--- src/rtl/irda_fir_flag_det_gen.sv ---
// FIR (4PPM) flag detector/deframer: matches preamble/start/stop/break on a sliding
// window, qualifies start on PA_MIN preambles, gates data bits past flags and packs bytes.
module irda_fir_flag_det_gen #(
    parameter int unsigned      SR_W    = 32,
    parameter int unsigned      PA_W    = 16,
    parameter int unsigned      BRK_W   = 8,
    parameter logic [PA_W-1:0]  PA_PAT  = 16'b1000000010101000,
    parameter logic [SR_W-1:0]  STA_PAT = 32'h0C0C6060,
    parameter logic [SR_W-1:0]  STO_PAT = 32'h0C0C0606,
    parameter int unsigned      PA_MIN  = 4
) (
    input  logic       clk,
    input  logic       wb_rst_i,
    input  logic       fd_restart,
    input  logic       fir_rx8_enable,
    input  logic       bs_o,
    output logic       pa_det,
    output logic       sta_det,
    output logic       sto_det,
    output logic       break_det,
    output logic [1:0] state_o,
    output logic       fd_data_bit,
    output logic       fd_o,
    output logic [7:0] byte_o,
    output logic       byte_valid,
    output logic       frame_start,
    output logic       frame_end,
    output logic       frame_abort,
    output logic       frame_partial
);

    localparam int unsigned FW = $clog2(SR_W + 1);

    typedef enum logic [1:0] {
        ST_HUNT = 2'd0,
        ST_SYNC = 2'd1,
        ST_DATA = 2'd2
    } state_t;

    state_t          r_state;
    logic [SR_W-1:0] r_sr;
    logic [FW-1:0]   r_front;
    logic [7:0]      r_pa_cnt;
    logic [2:0]      r_bit_cnt;
    logic [7:0]      r_shreg;
    logic [7:0]      r_byte;
    logic            r_pa_det, r_sta_det, r_sto_det, r_brk_det;
    logic            r_byte_valid, r_frame_start, r_frame_end, r_frame_abort, r_frame_partial;

    logic            w_en;
    logic [SR_W-1:0] w_win;
    logic            w_pa, w_sta, w_sto, w_brk;
    logic            w_in_data, w_sta_acc;
    logic [2:0]      w_cnt_nxt;
    logic [7:0]      w_pa_cnt_nxt;
    logic [FW-1:0]   w_front_nxt;
    logic [7:0]      w_shreg_nxt;

    assign w_en      = fir_rx8_enable;
    assign w_win     = {r_sr[SR_W-2:0], bs_o};
    assign w_pa      = w_en && (w_win[SR_W-1 -: PA_W] == PA_PAT);
    assign w_sta     = w_en && (w_win == STA_PAT);
    assign w_sto     = w_en && (w_win == STO_PAT);
    assign w_brk     = w_en && (w_win[SR_W-1 -: BRK_W] == '0);
    assign w_in_data = (r_state == ST_DATA);
    assign w_sta_acc = w_sta && (r_state == ST_SYNC);

    // r_front counts flag-free bits in the window; the top bit is data once it reaches SR_W
    assign fd_o        = r_sr[SR_W-1];
    assign fd_data_bit = w_en && w_in_data && (r_front == FW'(SR_W));
    assign w_cnt_nxt   = r_bit_cnt + 3'(fd_data_bit);

    always_comb begin
        w_front_nxt = r_front;
        if (w_pa && !w_in_data)
            w_front_nxt = FW'(SR_W - PA_W);
        else if (w_sta || w_sto)
            w_front_nxt = '0;
        else if (w_brk)
            w_front_nxt = FW'(SR_W - BRK_W);
        else if (r_front != FW'(SR_W))
            w_front_nxt = r_front + FW'(1);
    end

    always_comb begin
        w_pa_cnt_nxt = r_pa_cnt;
        if (w_brk || w_sta_acc)
            w_pa_cnt_nxt = '0;
        else if (w_pa && !w_in_data && (r_pa_cnt != 8'hFF))
            w_pa_cnt_nxt = r_pa_cnt + 8'd1;
    end

    always_comb begin
        w_shreg_nxt            = r_shreg;
        w_shreg_nxt[r_bit_cnt] = fd_o;
    end

    // Window, pointer, preamble counter, byte packer and frame FSM
    always_ff @(posedge clk or posedge wb_rst_i) begin
        if (wb_rst_i) begin
            r_state <= ST_HUNT;  r_sr <= '0;  r_front <= '0;  r_pa_cnt <= '0;
            r_bit_cnt <= '0;  r_shreg <= '0;  r_byte <= '0;
            r_pa_det <= 1'b0;  r_sta_det <= 1'b0;  r_sto_det <= 1'b0;  r_brk_det <= 1'b0;
            r_byte_valid <= 1'b0;  r_frame_start <= 1'b0;  r_frame_end <= 1'b0;
            r_frame_abort <= 1'b0;  r_frame_partial <= 1'b0;
        end else if (fd_restart) begin
            r_state <= ST_HUNT;  r_sr <= '0;  r_front <= '0;  r_pa_cnt <= '0;
            r_bit_cnt <= '0;  r_shreg <= '0;  r_byte <= '0;
            r_pa_det <= 1'b0;  r_sta_det <= 1'b0;  r_sto_det <= 1'b0;  r_brk_det <= 1'b0;
            r_byte_valid <= 1'b0;  r_frame_start <= 1'b0;  r_frame_end <= 1'b0;
            r_frame_abort <= 1'b0;  r_frame_partial <= 1'b0;
        end else begin
            r_pa_det        <= w_pa;
            r_sta_det       <= w_sta;
            r_sto_det       <= w_sto;
            r_brk_det       <= w_brk;
            r_byte_valid    <= 1'b0;
            r_frame_start   <= 1'b0;
            r_frame_end     <= 1'b0;
            r_frame_abort   <= 1'b0;
            r_frame_partial <= 1'b0;
            if (w_en) begin
                r_sr     <= w_win;
                r_front  <= w_front_nxt;
                r_pa_cnt <= w_pa_cnt_nxt;
                if (fd_data_bit) begin
                    r_shreg   <= w_shreg_nxt;
                    r_bit_cnt <= w_cnt_nxt;
                    if (r_bit_cnt == 3'd7) begin
                        r_byte       <= w_shreg_nxt;
                        r_byte_valid <= 1'b1;
                    end
                end
                case (r_state)
                    ST_HUNT: begin
                        if (w_pa_cnt_nxt >= 8'(PA_MIN))
                            r_state <= ST_SYNC;
                    end
                    ST_SYNC: begin
                        if (w_sta) begin
                            r_state       <= ST_DATA;
                            r_frame_start <= 1'b1;
                            r_bit_cnt     <= '0;
                            r_shreg       <= '0;
                        end else if (w_brk) begin
                            r_state <= ST_HUNT;
                        end
                    end
                    ST_DATA: begin
                        // The bit leaving alongside a stop/break is counted before the frame closes
                        if (w_sto) begin
                            r_state         <= ST_HUNT;
                            r_frame_end     <= 1'b1;
                            r_frame_partial <= (w_cnt_nxt != 3'd0);
                            r_bit_cnt       <= '0;
                            r_shreg         <= '0;
                        end else if (w_brk) begin
                            r_state       <= ST_HUNT;
                            r_frame_abort <= 1'b1;
                            r_bit_cnt     <= '0;
                            r_shreg       <= '0;
                        end
                    end
                    default: r_state <= ST_HUNT;
                endcase
            end
        end
    end

    assign state_o       = r_state;
    assign byte_o        = r_byte;
    assign pa_det        = r_pa_det;
    assign sta_det       = r_sta_det;
    assign sto_det       = r_sto_det;
    assign break_det     = r_brk_det;
    assign byte_valid    = r_byte_valid;
    assign frame_start   = r_frame_start;
    assign frame_end     = r_frame_end;
    assign frame_abort   = r_frame_abort;
    assign frame_partial = r_frame_partial;

endmodule

--- config.mk ---
export PLATFORM = sky130hd
export DESIGN_NAME = irda_fir_flag_det_gen
export DESIGN_NICKNAME = d
export VERILOG_FILES = /design/src/rtl/irda_fir_flag_det_gen.sv
export SDC_FILE = /design/constraint.sdc
export NUM_CORES = 1
export LEC_CHECK = 0
export BUFFER_PORTS_ARGS = -buffer_cell sky130_fd_sc_hd__buf_2
export CAP_MARGIN = 20
export CORE_UTILIZATION = 50
export CTS_CLUSTER_SIZE = 16
export DETAILED_ROUTE_END_ITERATION = 10
export HOLD_SLACK_MARGIN = 0.1
export PLACE_DENSITY_LB_ADDON = 0.3
export SLEW_MARGIN = 20
export SYNTH_ARGS = -nofsm -noshare
export SYNTH_HDL_FRONTEND = slang
export SYNTH_SLANG_ARGS = --single-unit
--- constraint.sdc ---
create_clock -name clk -period 2.55 [get_ports clk]
set_input_delay 0.255 -clock clk [delete_from_list [all_inputs] [get_ports clk]]
set_output_delay 0.255 -clock clk [all_outputs]
set_load 0.03 [all_outputs]
==> results_dict.tcl, run 1 <==
set metrics [dict create \
    finalCriticalPeriod_ns 2.30 \
    synthCells 369 \
    dp_hpwl_mm 5.38 \
    synth_cell_types 59 \
    grt_pass1_wl_mm 13.2 \
    p_int_uw 1850 \
    power.leakage_uw 0.00204 \
    htreeDepth 3 \
    layout_common_cells "dfrtp_1, nor2_1, mux2i_1" \
    nNetsFinal 406 \
    cts-root-buf "clkbuf_8" \
    hold_viol 0 \
    fmax_ghz 0.435 \
    rows 31 \
    synth_area_leaders "dfrtp_1, mux2i_1, nor2_1, ha_1, nand2_1" \
    grt_pass1_vias 2686 \
    worstSetupPathType "reg2reg" \
    place_ws_ns 0.222 \
    pwr-share-seq_pct 49.5 \
    ys_seq_area_share_pct 49.0 \
    timing.rr.end "state_o[0]$_DFFE_PP0P_" \
    synth_flop_cell "dfrtp_1" \
    slew_headroom_pct 48.4 \
    synth_edf_count 0 \
    multiInputGateArea_um2 1840 \
    power_frac_comb_pct 10.9 \
    cts_buffer_depth 2 \
    synthArstFlopShare_pct 100 \
    clock_skew_ns 0.00997 \
    ys_ff_latch 75 \
    drt_wl_total_mm 7.82 \
    critPathBufInv 0 \
    tightest_slew_ns 0.772 \
    layout_commonest_cell "dfrtp_1" \
    synth_area_leader_cell "dfrtp_1" \
    port_buffers 25 \
    fillers 620 \
    cp_max_fo 4 \
    die_x_um 89.6 \
    antenna_found_initial 0 \
    drc_errors 0 \
    synth_top_area_share_pct 49.0 \
    start_util_pct 52.3 \
    seq_area_um2 1880 \
    cts_num_sinks 75 \
    setup_viol 0 \
    antenna-diode-count 0 \
    crit_path_end "state_o[0]$_DFFE_PP0P_" \
    ios 26 \
    startpoint_type "register" \
    startpoint "r_sr[16]$_DFFE_PP0P_" \
    viasPerCell 5.74 \
    path_clk_slew_ns 0.08 \
    p_per_area_nw_per_um2 578 \
    critPathMaxStageDelay_ns 0.45 \
    synth.cell_area_um2 3830 \
    hold_class "in2reg" \
    drtIter0Drc 166 \
    gp_congestion 0.832 \
    rr_worst_depth 7 \
    final_layout_size_suffix_gt1_share_pct 15.7 \
    path_depth 7 \
    tritoncts "built" \
    post-route-period-util_pct 90.1 \
    swShare_pct 25.2 \
    rsz0062_at_grt "no" \
    design_area_um2 4270 \
    syn_nets 383 \
    cp_cell_sequence "nor4b_4 > nand4b_2 > nor4b_2 > mux2i_1 > and4_4 > a21o_1 > o211ai_2" \
    final_max_slew_viol_count 0 \
    grtUsageTotal_pct 22.2 \
    dieArea_um2 8020 \
    final_util_pct 58.3 \
    cp.arrival_ns 2.52 \
    postPlaceCellArea_um2 4060 \
    fin_ws_ns 0.252 \
    crit_path_end_kind "register" \
    required_ns 2.77 \
    clock_latency_ns 0.35 \
    final.setup.tns_ns 0 \
    fp.coreArea_um2 7330 \
    maxCapViolations 0 \
    status "finished clean" \
    reg2reg_slack_ns 0.25 \
    avgRoutedWirePerCell_um 15.8 \
    ant_nets 0 \
    ir_drop_v 0.000429 \
    grt-ovfl-total 0 \
    drt_first_pass_iters 4 \
    grt_max_degree 76 \
    cts_made_buffers 9 \
    switching_power_uw 622 \
    clkPwrFrac_pct 39.7 \
    crit_family "simple AND/OR/NAND/NOR gates" \
    rr_startpoint "r_sr[16]$_DFFE_PP0P_" \
    synth.avg_cell_area_um2 10.4 \
    cpMaxStageDelayCell "nor4b_2" \
    vias 2840 \
    yosysWarnings 0 \
    die_h_um 89.6 \
    p_total_uw 2470 \
    synthToLayoutAreaGrowth_pct 11.5 \
]
routing by layer:
metal | vias to the layer above | part of all wire, % | global-route usage [%]
met5 | - | 0 | 0
met4 | 0 | 1.9 | 8.23
met3 | 14 | 3.9 | 5.26
met2 | 66 | 46 | 34.7
met1 | 1394 | 48 | 30.0
li1 | 1366 | - | -
worst reg2reg max path: cells and delay by family (launching register included):
| kind | cells | cell delay, ns |
|---|---|---|
| DFF | 1 | 0.43 |
| muxes | 1 | 0.25 |
| and+or+nand+nor | 4 | 1.29 |
| AOI/OAI and AO/OA | 2 | 0.23 |
kinds of logic after synthesis:
family	count (synthesis)	share of synthesized area [%]
XOR/XNOR	6	1.37
buffers and inverters	30	3.20
multiplexers	43	11.3
adder cells (fa/ha/maj)	9	2.94
flip-flops	75	49.0
AO/OA/AOI/OAI	58	11.1
AND/OR/NAND/NOR	148	21.2
Yosys cell counts (4+ instances only):
cell / count
dfrtp_1: 75
nor2_1: 58
mux2i_1: 42
nand2_1: 26
clkbuf_1: 14
nand3_1: 11
inv_1: 10
a21oi_1: 9
ha_1: 9
o21ai_0: 8
a211oi_1: 6
and3_1: 6
nor3_1: 6
o2bb2ai_1: 6
xor2_1: 5
nand4_1: 4
nor4_1: 4
nor4_2: 4
o21ai_1: 4
how the worst min path moves through the flow:
stage	start	to	slack [ns]	cells past startpoint
final	bs_o	r_sr[0]$_DFFE_PP0P_	0.17	3
after global routing	bs_o	r_sr[0]$_DFFE_PP0P_	0.16	3
after CTS	bs_o	r_sr[0]$_DFFE_PP0P_	0.16	3
after detailed placement	wb_rst_i	byte_o[7]$_DFFE_PP0P_	0.37	3
after global placement	wb_rst_i	byte_o[7]$_DFFE_PP0P_	0.37	3
after floorplan	bs_o	r_sr[0]$_DFFE_PP0P_	0.41	2
layout make-up:
cell class / instances / area share, %
Clock inverter: 4 / 1.79
Inverter: 10 / 0.878
Multi-Input combinational cell: 264 / 42.9
Timing Repair Buffer: 32 / 4.51
Sequential cell: 75 / 43.9
Tap cell: 99 / 2.90
Clock buffer: 11 / 3.07
sequential cells by signal (all words and copies together) (netlist names), 2 cells and up:
name and count:
r_sr 32, byte_o 8, r_pa_cnt 8, r_shreg 7, r_front 6, r_bit_cnt 3
state_o 2
metrics by stage:
step	instances	hold slack, ns
after floorplan	369	0.412
after global placement	479	0.365
after detailed placement	479	0.375
after CTS	495	0.156
after global routing	495	0.159
final	495	0.171
repair_timing:
item / CTS / global route
endpoints found under the hold margin: 75 / 0
gates resized for setup: 0 / 1
setup endpoints to repair: 0 / 2
hold buffers: 1 / 0
setup buffers: 0 / 0
power groups by stage:
stage / registers [µW] / logic, µW / clock network [µW]
after floorplan: 1260 / 187 / 0
after global placement: 1240 / 265 / 0
after detailed placement: 1250 / 264 / 0
after CTS: 1220 / 268 / 1010
after global routing: 1230 / 304 / 1060
final: 1220 / 268 / 979
Power figures use the tool's default switching activity.
==> run 2, diff against run 1 <==
==> constraint.sdc (replaced) <==
create_clock -name clk -period 2.77 [get_ports clk]
set_input_delay 0.4155 -clock clk [delete_from_list [all_inputs] [get_ports clk]]
set_output_delay 0.4155 -clock clk [all_outputs]
set_load 0.03 [all_outputs]
==> run 2 against run 1 <==
  * Core utilization fell by 0.39 points
  * Combinational power fell by 8.6%
  * Hold slack got worse by 0.048 ns
  * First-iteration DRC count rose by 14%
  * Clock power fell by 14%
  * Register-to-register slack improved by 0.17 ns
  * Clock-buffer cell count rose by 2
  * Critical path type unchanged
==> results_dict.tcl, run 2 (synthesized netlist as in run 1, its figures left out) <==
set metrics [dict create \
    finalCriticalPeriod_ns 2.35 \
    antenna-diode-count 0 \
    cp.arrival_ns 2.60 \
    grt_pass1_vias 2683 \
    hold_class "in2async" \
    critPathBufInv 1 \
    final_max_slew_viol_count 0 \
    clock_latency_ns 0.36 \
    startpoint_type "register" \
    clock_skew_ns 0.0112 \
    layout_commonest_cell "dfrtp_1" \
    drt_wl_total_mm 7.69 \
    grtUsageTotal_pct 21.7 \
    ir_drop_v 0.000351 \
    fin_hold_ws_ns 0.123 \
    final_util_pct 57.9 \
    cpMaxStageDelayCell "and2_1" \
    post-route-period-util_pct 84.9 \
    required_ns 3.02 \
    port_buffers 25 \
    avgRoutedWirePerCell_um 15.6 \
    holdBufCountCts 0 \
    viasPerCell 5.70 \
    dp_hpwl_mm 5.32 \
    nNetsFinal 404 \
    cts_resized 0 \
    antenna_found_initial 0 \
    cp_max_fo 14 \
    grt-ovfl-total 0 \
    layout_common_cells "dfrtp_1, nor2_1, mux2i_1" \
    path_clk_slew_ns 0.08 \
    dieArea_um2 8020 \
    slew_headroom_pct 50.5 \
    vias 2817 \
    maxCapViolations 0 \
    power.leakage_uw 0.00202 \
    crit_family "simple AND/OR/NAND/NOR gates" \
    start_util_pct 52.3 \
    grt_pass1_wl_mm 12.9 \
    largest_register_ffs 32 \
    cts_num_sinks 75 \
    synthToLayoutAreaGrowth_pct 10.7 \
    crit_top_cell "and3_1" \
    status "finished clean" \
    drc_errors 0 \
    grt_max_degree 76 \
    rr_worst_depth 9 \
    p_per_area_nw_per_um2 520 \
    cts_setup_buffers 0 \
    tritoncts "built" \
    cts-root-buf "clkbuf_8" \
    die_x_um 89.6 \
    ant_nets 0 \
    timing.rr.end "byte_o[0]$_DFFE_PP0P_" \
    drtIter0Drc 190 \
    fmax_ghz 0.425 \
    fillers 633 \
    fp.coreArea_um2 7330 \
    hold_viol 0 \
    cts_buffer_depth 2 \
    setup_viol 0 \
    gp_congestion 0.816 \
    ios 26 \
    cts_made_buffers 9 \
    final.setup.tns_ns 0 \
    rr_startpoint "r_front[0]$_DFFE_PP0P_" \
    rows 31 \
    rsz0062_at_grt "no" \
    regMostFlops "r_sr" \
    final_layout_size_suffix_gt1_share_pct 15.4 \
    tightest_slew_ns 0.740 \
    htreeDepth 3 \
    crit_path_end_kind "register" \
    drt_first_pass_iters 4 \
    cp_cell_sequence "inv_1 > ha_1 > nand2_1 > nor4_2 > and3_1 > and3_1 > and2_1 > nor2_1 > a211oi_1" \
    die_h_um 89.6 \
    worstSetupPathType "reg2reg" \
    reg2reg_slack_ns 0.42 \
    critPathMaxStageDelay_ns 0.41 \
]
run 2: stage by stage:
| step | worst slack [ns] | instance area [µm²] | std cells | power [µW] |
|---|---|---|---|---|
| 5_1_grt | 0.111 | 4250 | 494 | 2300 |
| 2_1_floorplan | 0.440 | 3830 | 369 | 1330 |
| 3_5_place_dp | 0.280 | 4050 | 478 | 1390 |
| 6_report | 0.419 | 4250 | 494 | 2210 |
| 4_1_cts | 0.254 | 4240 | 494 | 2230 |
| 3_3_place_gp | 0.437 | 4050 | 478 | 1390 |
run 2: area by class of cell:
| class | instances | area, µm² | area share (%) |
|---|---|---|---|
| clock inverter | 3 | 46.3 | 1.09 |
| timing repair buffer | 30 | 175 | 4.13 |
| sequential | 75 | 1880 | 44.2 |
| multi-input combinational | 264 | 1840 | 43.3 |
| inverter | 10 | 37.5 | 0.884 |
| clock buffer | 13 | 149 | 3.51 |
| tap | 99 | 124 | 2.92 |
run 2: power breakdown:
part | internal (µW) | leakage (µW) | switching [µW]
logic | 85.7 | 0.000887 | 159
registers | 1110 | 0.00104 | 16.8
clock network | 445 | 0.0000943 | 393
total | 1640 | 0.00202 | 569
run 2: worst max path at each step:
stage / endpoint / cells after the start / start / slack [ns]
6_report: byte_o[0]$_DFFE_PP0P_ / 9 / r_front[0]$_DFFE_PP0P_ / 0.42
5_1_grt: byte_o[0]$_DFFE_PP0P_ / 9 / r_front[0]$_DFFE_PP0P_ / 0.11
4_1_cts: byte_o[0]$_DFFE_PP0P_ / 7 / state_o[0]$_DFFE_PP0P_ / 0.25
3_5_place_dp: byte_o[3]$_DFFE_PP0P_ / 7 / state_o[0]$_DFFE_PP0P_ / 0.28
3_3_place_gp: byte_o[2]$_DFFE_PP0P_ / 7 / state_o[0]$_DFFE_PP0P_ / 0.44
2_1_floorplan: break_det$_DFF_PP0_ / 1 / wb_rst_i / 0.44
run 2: worst register-to-register path, cell delays in order, from the launching register on:
cell	delay (ns)
dfrtp_1	0.40
inv_1	0.09
ha_1	0.14
nand2_1	0.05
nor4_2	0.24
and3_1	0.34
and3_1	0.24
and2_1	0.41
nor2_1	0.08
a211oi_1	0.26
run 2: layer usage:
layer	up-vias	wire length, µm	share of wire, %	track usage, %
li1	1368	-	-	-
met1	1385	3780	49	30.6
met2	51	3500	45	32.9
met3	13	277	3.6	4.16
met4	0	134	1.7	9.09
met5	-	0	0	0
==> run 3, diff against run 2 <==
- clock period: 2.77 -> 2.4 ns (I/O delays scaled with it)
==> run 3 against run 2 <==
  * Clock skew up 0.0014 ns
  * Largest cell class unchanged
  * Combinational power rose by 16%
  * Clock power rose by 13%
  * Critical endpoint is now fd_data_bit
  * Die area is the same
==> results_dict.tcl, run 3 (synthesized netlist as in run 1, its figures left out) <==
set metrics [dict create \
    swShare_pct 26.3 \
    setup_viol 0 \
    rr_startpoint "r_sr[16]$_DFFE_PP0P_" \
    start_util_pct 52.3 \
    drt_wl_total_mm 7.80 \
    final_layout_size_suffix_gt1_share_pct 17.4 \
    cts_buffer_depth 2 \
    fmax_ghz 0.440 \
    largest_register_ffs 32 \
    finalNonFillerCells 501 \
    rr_worst_depth 7 \
    p_per_area_nw_per_um2 588 \
    status "finished clean" \
    ios 26 \
    antenna_found_initial 0 \
    tritoncts "built" \
    reg2reg_slack_ns 0.14 \
    vias 2788 \
    gp_congestion 0.815 \
    switching_power_uw 666 \
    maxCapViolations 0 \
    final.setup.tns_ns 0 \
    grt_pass1_wl_mm 13.2 \
    final_max_slew_viol_count 0 \
    slew_headroom_pct 64.1 \
    required_ns 2.04 \
    final_util_pct 58.6 \
    crit_path_end_kind "output port" \
    fin_ws_ns 0.129 \
    pwr-share-seq_pct 51.4 \
    dieArea_um2 8020 \
    avgRoutedWirePerCell_um 15.6 \
    die_x_um 89.6 \
    crit_path_end "fd_data_bit" \
    ir_drop_v 0.000402 \
    ant_nets 0 \
    rsz0062_at_grt "yes" \
    grt_max_degree 48 \
    cts_num_sinks 75 \
    startpoint "state_o[0]$_DFFE_PP0P_" \
    die_h_um 89.6 \
    grt-ovfl-total 0 \
    fp.coreArea_um2 7330 \
    tightest_slew_ns 0.538 \
    dp_hpwl_mm 5.63 \
    clkPwrFrac_pct 37.3 \
    viasPerCell 5.56 \
    path_clk_slew_ns 0.08 \
    htreeDepth 3 \
    clock_latency_ns 0.35 \
    rows 31 \
    cts-root-buf "clkbuf_8" \
    synthToLayoutAreaGrowth_pct 12.1 \
    post-route-period-util_pct 94.6 \
    finalCriticalPeriod_ns 2.27 \
    grt_pass1_vias 2666 \
    cp_max_fo 8 \
    worstSetupPathType "reg2out" \
    antenna-diode-count 0 \
    layout_commonest_cell "dfrtp_1" \
    startpoint_type "register" \
    drc_errors 0 \
    hold_class "in2reg" \
    power.leakage_uw 0.00206 \
    timing.rr.end "state_o[0]$_DFFE_PP0P_" \
    cts_made_buffers 9 \
    nNetsFinal 411 \
    regMostFlops "r_sr" \
    hold_viol 0 \
    drtIter0Drc 145 \
    grtUsageTotal_pct 22.1 \
    power_frac_comb_pct 11.2 \
    layout_common_cells "dfrtp_1, nor2_1, mux2i_1" \
    p_int_uw 1860 \
    cp.arrival_ns 1.91 \
    place_ws_ns 0.155 \
    port_buffers 25 \
    drt_first_pass_iters 5 \
    clock_skew_ns 0.0126 \
    place_inst 484 \
]
==> run 3: power groups by stage <==
stage,Clock (µW),Sequential [µW],Combinational [µW]
6_report,944,1300,284
3_5_place_dp,0,1320,283
3_3_place_gp,0,1320,279
2_1_floorplan,0,1340,199
5_1_grt,1030,1300,314
4_1_cts,979,1300,284
==> run 3: layout make-up <==
type	instances	area (µm²)
inverters	10	37.5
multi-input cells	264	1850
well taps	99	124
clock buffers	10	128
repair buffers	37	218
clock inverters	6	65.1
flip-flops and latches	75	1880
fillers	617	3030
==> run 3: what timing repair did <==
| item | CTS | global route |
|---|---|---|
| buffers inserted | 0 | 0 |
| hold endpoints to repair | 18 | 0 |
| endpoints found under the setup margin | 0 | 10 |
| gates resized for setup | 0 | 3 |
| hold buffers | 1 | 0 |
==> run 3: how the worst min path moves through the flow <==
stage | slack (ns) | start | to | depth (start not counted)
after floorplan | 0.46 | r_shreg[0]$_DFFE_PP0P_ | r_shreg[0]$_DFFE_PP0P_ | 1
after global placement | 0.38 | wb_rst_i | r_sr[26]$_DFFE_PP0P_ | 2
after detailed placement | 0.38 | wb_rst_i | r_shreg[0]$_DFFE_PP0P_ | 2
after CTS | 0.29 | bs_o | r_sr[0]$_DFFE_PP0P_ | 3
after global routing | 0.31 | bs_o | r_sr[0]$_DFFE_PP0P_ | 3
final | 0.30 | bs_o | r_sr[0]$_DFFE_PP0P_ | 3
==> run 3: stage by stage <==
stage               instance area, µm²  hold slack, ns  power, µW
floorplan                         3830           0.455       1540
global placement                  4080           0.380       1600
detailed placement                4080           0.381       1610
CTS                               4280           0.295       2560
global route                      4300           0.310       2650
finish                            4300           0.304       2530
==> run 3: per-layer routing <==
| metal | global-route usage (%) | part of all wire [%] | vias up |
|---|---|---|---|
| li1 | - | - | 1376 |
| met1 | 29.5 | 47 | 1361 |
| met2 | 35.2 | 48 | 44 |
| met3 | 6.46 | 3.7 | 7 |
| met4 | 6.20 | 1.1 | 0 |
| met5 | 0 | 0 | - |
==> run 3: worst max-delay path, cell delays in order (launching register included) <==
cell     delay [ns]
dfrtp_1        0.43
inv_1          0.14
ha_1           0.39
and3_1         0.27
buf_4          0.15
buf_2          0.19
